===== config.mk =====
export PLATFORM = sky130hd
export DESIGN_NAME = mem_stream_reader
export DESIGN_NICKNAME = d
export VERILOG_FILES = /design/src/rtl/mem_stream_reader_pkg.sv /design/src/rtl/mem_stream_reader_out_reg.sv /design/src/rtl/mem_stream_reader.sv
export SDC_FILE = /design/constraint.sdc
export NUM_CORES = 1
export LEC_CHECK = 0
export ABC_AREA = 0
export ABC_CLOCK_PERIOD_IN_PS = 2600
export CORE_MARGIN = 8
export CORE_UTILIZATION = 45
export DETAILED_ROUTE_END_ITERATION = 12
export MAX_ROUTING_LAYER = met4
export PLACE_DENSITY_LB_ADDON = 0.25
export REMOVE_ABC_BUFFERS = 1
export SKIP_LAST_GASP = 1
export SYNTH_ARGS = -nofsm -noshare
export SYNTH_HDL_FRONTEND = slang
export SYNTH_SLANG_ARGS = --single-unit

===== constraint.sdc =====
create_clock -name clk -period 2.6 [get_ports clk]
set_clock_uncertainty 0.1 [all_clocks]
set_input_delay 0.26 -clock clk [delete_from_list [all_inputs] [get_ports clk]]
set_output_delay 0.26 -clock clk [all_outputs]
set_load 0.01 [all_outputs]

===== src/rtl/mem_stream_reader_pkg.sv =====
// rtl/mem_stream_reader_pkg.sv - shared memory geometry and reader state type
package mem_pkg;

    localparam int MEM_WIDTH  = 32;
    localparam int MEM_ADDR_W = 7;
    localparam int MEM_DEPTH  = 128;

    typedef enum logic [1:0] {
        IDLE,
        RUN,
        FLUSH
    } reader_state_t;

endpackage


===== src/rtl/mem_stream_reader_out_reg.sv =====
// rtl/mem_stream_reader_out_reg.sv - one-entry output register with valid/ready handshake
module stream_out_reg
    import mem_pkg::*;
#(
    parameter int WIDTH = MEM_WIDTH
) (
    input  logic             clk,
    input  logic             rst_n,
    input  logic             load_i,
    input  logic             clear_i,
    input  logic [WIDTH-1:0] data_i,
    input  logic             last_i,
    input  logic             ready_i,
    output logic [WIDTH-1:0] data_o,
    output logic             valid_o,
    output logic             last_o
);

    logic [WIDTH-1:0] data_q, data_d;
    logic             valid_q, valid_d;
    logic             last_q, last_d;

    // Clear wins over load so an abort never leaves a word behind.
    always_comb begin
        data_d  = data_q;
        valid_d = valid_q;
        last_d  = last_q;
        if (clear_i) begin
            valid_d = 1'b0;
            last_d  = 1'b0;
        end else if (load_i) begin
            data_d  = data_i;
            valid_d = 1'b1;
            last_d  = last_i;
        end else if (valid_q && ready_i) begin
            valid_d = 1'b0;
            last_d  = 1'b0;
        end
    end

    always_ff @(posedge clk or negedge rst_n) begin
        if (!rst_n) begin
            data_q  <= '0;
            valid_q <= 1'b0;
            last_q  <= 1'b0;
        end else begin
            data_q  <= data_d;
            valid_q <= valid_d;
            last_q  <= last_d;
        end
    end

    assign data_o  = data_q;
    assign valid_o = valid_q;
    assign last_o  = last_q;

endmodule


===== src/rtl/mem_stream_reader.sv =====
// rtl/mem_stream_reader.sv - streams a wrapping address range out of the data memory (optional MEM_STREAM_READER_CHECKSUM_EN)
module mem_stream_reader
    import mem_pkg::*;
#(
    parameter int WIDTH  = MEM_WIDTH,
    parameter int ADDR_W = MEM_ADDR_W
) (
    input  logic              clk,
    input  logic              rst_n,
    input  logic              start,
    input  logic [ADDR_W-1:0] start_addr,
    input  logic [ADDR_W-1:0] length,
    input  logic              abort,
    output logic              busy,
    output logic              done,
    output logic [ADDR_W-1:0] read_address,
    input  logic [WIDTH-1:0]  mem_data,
    output logic [WIDTH-1:0]  out_data,
    output logic              out_valid,
    output logic              out_last,
`ifdef MEM_STREAM_READER_CHECKSUM_EN
    output logic [WIDTH-1:0]  checksum,
`endif
    input  logic              out_ready
);

    localparam int CNT_W = ADDR_W + 1;

    reader_state_t     state_q, state_d;
    logic [ADDR_W-1:0] addr_q, addr_d;
    logic [CNT_W-1:0]  rem_q, rem_d;
    logic              done_q, done_d;

    logic fire;
    logic handshake;
    logic start_accept;

    assign handshake    = out_valid && out_ready;
    assign start_accept = (state_q == IDLE) && start;
    assign fire         = (state_q == RUN) && (rem_q != '0) && (!out_valid || out_ready) && !abort;

    always_comb begin
        state_d = state_q;
        addr_d  = addr_q;
        rem_d   = rem_q;
        done_d  = 1'b0;
        case (state_q)
            IDLE: begin
                if (start) begin
                    addr_d  = start_addr;
                    // A zero length encodes a full sweep of the memory.
                    rem_d   = (length == '0) ? CNT_W'(1 << ADDR_W) : {1'b0, length};
                    state_d = RUN;
                end
            end
            RUN: begin
                if (abort) begin
                    rem_d   = '0;
                    state_d = IDLE;
                end else if (fire) begin
                    addr_d = addr_q + 1'b1;
                    rem_d  = rem_q - 1'b1;
                    if (rem_q == CNT_W'(1)) state_d = FLUSH;
                end
            end
            FLUSH: begin
                if (abort) begin
                    rem_d   = '0;
                    state_d = IDLE;
                end else if (handshake && out_last) begin
                    state_d = IDLE;
                    done_d  = 1'b1;
                end
            end
            default: state_d = IDLE;
        endcase
    end

    always_ff @(posedge clk or negedge rst_n) begin
        if (!rst_n) begin
            state_q <= IDLE;
            addr_q  <= '0;
            rem_q   <= '0;
            done_q  <= 1'b0;
        end else begin
            state_q <= state_d;
            addr_q  <= addr_d;
            rem_q   <= rem_d;
            done_q  <= done_d;
        end
    end

    stream_out_reg #(
        .WIDTH(WIDTH)
    ) u_out (
        .clk    (clk),
        .rst_n  (rst_n),
        .load_i (fire),
        .clear_i(abort),
        .data_i (mem_data),
        .last_i (rem_q == CNT_W'(1)),
        .ready_i(out_ready),
        .data_o (out_data),
        .valid_o(out_valid),
        .last_o (out_last)
    );

`ifdef MEM_STREAM_READER_CHECKSUM_EN
    logic [WIDTH-1:0] checksum_q, checksum_d;

    always_comb begin
        checksum_d = checksum_q;
        if (start_accept)   checksum_d = '0;
        else if (handshake) checksum_d = checksum_q ^ out_data;
    end

    always_ff @(posedge clk or negedge rst_n) begin
        if (!rst_n) checksum_q <= '0;
        else        checksum_q <= checksum_d;
    end

    assign checksum = checksum_q;
`endif

    assign busy         = (state_q != IDLE);
    assign done         = done_q;
    assign read_address = addr_q;

endmodule


==> run_results.csv, run 1 <==
group,metric,value,unit
run_status,status,"finished, final reports clean",
route,drc_errors,0,
synth,synth_area_per_cell,11.8,um2
synth,ys_top_cells_by_area,"dfrtp_1 49%, mux2_2 13%, ha_1 3.3%",
synth,synth_edf_count,0,
sta,setup_viol,0,
global_routing,track_usage,0.167,
sta,report.final.slew_viol_count,0,
global_routing,use_met1,0.202,
min_path,hp-class,"reg -> reg",
cts,clock_tree.buffer_depth,2,
route,final_antenna_net_count,0,
floorplanning,core_area,5820,um2
worst_setup_path,path_max_fanout,34,
placed_design,place_hpwl,5.19,mm
cells_and_area,mostFrequentLayoutCells,"92 x clkdlybuf4s50_1, 52 x dfrtp_1, 30 x mux2_2",
synth,synth_top_cell_area_share,0.490,
route,dr.pass1.iters,4,
job,drv_cap,0,
synth,synth_seq_area_share,0.490,
sta,period_needed,2.36,ns
cells_and_area,fin_nets,380,
cells_and_area,area_growth,41.9,%
cts,cts_buffers,5,
sta,fin_ws,0.240,ns
worst_setup_path,end_kind,"flop",
sta,timing.final.crit_share,0.908,
cells_and_area,layoutNonFillerInstCount,398,
floorplanning,initial_core_util,0.457,
floorplanning,io_pins,94,
pwr,p_leak,1.52,nW
cells_and_area,drive_above_1_share,0.173,
placed_design,placedCellCount,389,
cts,post_cts_buffers,0,
synth,yosysWarnings,0,
sta,hold_viol,0,
worst_setup_path,crit_type,"reg -> reg",
synth,ys_async_sr_fraction,1.00,
floorplanning,dieArea,8610,um2
global_routing,overflow,0,
cts,htree_levels,2,
floorplanning,fp-row-count,28,
worst_setup_path,critPathLaunchType,"flop",
cts,root_buffer,"clkbuf_8",
cts,cts.clk_slew.worst_paths,0.10,ns
sta,max_freq,0.424,GHz
cts,clk-insertion-delay-late,0.31,ns
worst_setup_path,critPathRequiredTime,2.69,ns
route,drt_wl_total,6.94,mm
cts,cts.sinks,52,
global_routing,grt-busiest-layer,"met2",
cts,cts-resized-gates,0,
cells_and_area,n_antenna_cell,0,
synth,yosys.area.top_type,"dfrtp_1",
synth,yosys_register_bits,52,
global_routing,grt.met2_usage,0.272,
sta,final.setup.tns,0,ns
synth,synth.distinct_cells,52,
global_routing,antenna_found_initial,0,
sta,rsz0062_at_grt,"false",
placed_design,place_ws,0.262,ns
route,vias,2224,
pwr,pwr_density_cell,1230,nW/um2
cts,hold_buffers,1,
sta,slew_headroom,0.560,
cells_and_area,final_common_cell,"clkdlybuf4s50_1",
synth,synth-main-ff-cell,"dfrtp_1",
global_routing,grt_pass1_vias,2222,
route,viasPerCell,5.59,
global_routing,use_met3,0.0364,
synth,syn_inst,225,
pwr,ir_worst_vdd,516,uV
synth,synthesis.area,2660,um2
sta,worst_pin_slew,0.661,ns
route,drt_iter0_drc,69,
route,wl_per_cell,17.4,um
floorplanning,fp.dieW,92.8,um
cts,cts_tree,"yes",
floorplanning,die-height,92.8,um
placed_design,port_buffers,93,
worst_setup_path,crit_arrival,2.45,ns
cells_and_area,nFillCells,481,
global_routing,grt_pass1_wl,11.4,mm
global_routing,grt_max_degree,53,
placed_design,gp_congestion,0.906,
cell usage after synthesis (3+ instances only):
| cell type | count |
|---|---|
| dfrtp_1 | 52 |
| mux2_2 | 30 |
| inv_1 | 14 |
| nand2_1 | 10 |
| nor2_1 | 8 |
| ha_1 | 7 |
| nor3_1 | 7 |
| nor4_1 | 7 |
| o22ai_1 | 6 |
| o2bb2ai_1 | 5 |
| buf_6 | 4 |
| clkbuf_1 | 4 |
| nand3_1 | 4 |
| a21oi_1 | 3 |
| a311oi_1 | 3 |
| a31oi_1 | 3 |
| mux2_1 | 3 |
| nand2b_1 | 3 |
| o21ai_0 | 3 |
| o221ai_1 | 3 |
| o31ai_1 | 3 |
metrics by stage:
stage	hold slack, ns	util	total power, mW	cell area [um2]
finish	0.398	0.648	4.65	3770
global route	0.419	0.648	4.98	3770
CTS	0.403	0.648	4.67	3770
detailed placement	0.326	0.627	4.09	3650
global placement	0.323	0.627	4.04	3650
floorplan	-0.136	-	2.94	2590
final timing paths:
kind                             startpoint                to  slack [ns]  cells past startpoint
max                                rem_q[0]   u_out.data_o[9]        0.24                      6
min                        u_out.data_o[29]  u_out.data_o[29]        0.40                      1
max reg2reg                        rem_q[0]   u_out.data_o[9]        0.24                      6
min reg2reg                u_out.data_o[29]  u_out.data_o[29]        0.40                      1
max in group asynchronous             rst_n  u_out.data_o[28]        1.46                      3
min in group asynchronous             rst_n   read_address[2]        0.48                      3
worst max-delay path: stages (launching register included):
cell	delay, ns
dfrtp_1	0.45
inv_1	0.11
ha_1	0.16
or3b_2	0.51
o21a_4	0.30
nand2_8	0.24
mux2_2	0.37
cell type report:
| class | instances | area (um2) | share of cell area |
|---|---|---|---|
| clock inverters | 2 | 38.8 | 0.0103 |
| clock buffers | 6 | 72.6 | 0.0193 |
| repair buffers | 99 | 973 | 0.258 |
| multi-input cells | 149 | 1230 | 0.327 |
| inverters | 15 | 56.3 | 0.0149 |
| well taps | 75 | 93.8 | 0.0249 |
| flip-flops and latches | 52 | 1300 | 0.345 |
sequential cells by signal, summed over array words and instances (netlist names):
register and flops:
u_out.valid_o 1, read_address 7, u_out.data_o 32, u_out.last_o 1, done 1, state_q 2, rem_q 8
report_power, final:
part	leakage [nW]	internal, mW	switching, mW
registers	0.627	1.20	0.286
logic	0.841	1.39	1.21
clock network	0.0558	0.291	0.278
total	1.52	2.87	1.77
layer usage:
layer / wire length, um / part of all wire
met1: 2910 / 0.42
met2: 3520 / 0.51
met3: 395 / 0.057
met4: 116 / 0.017
met5: 0 / 0
logic make-up (layout without fill, tap and decap cells):
kind of cell / count (synthesis) / in the layout / share of synthesized area
adders and majority gates: 7 / 7 / 0.0330
muxes: 36 / 36 / 0.155
DFF: 52 / 52 / 0.490
AOI/OAI and AO/OA: 49 / 49 / 0.151
and+or+nand+nor: 57 / 57 / 0.125
buffers and inverters: 24 / 122 / 0.0457
Power figures use the tool's default switching activity.
==> inputs of run 2 (changes only) <==
GPL_ROUTABILITY_DRIVEN = 1   (was not set)
==> results of run 2 <==
No change in the layout: final DEF, timing and power equal those of run 1.
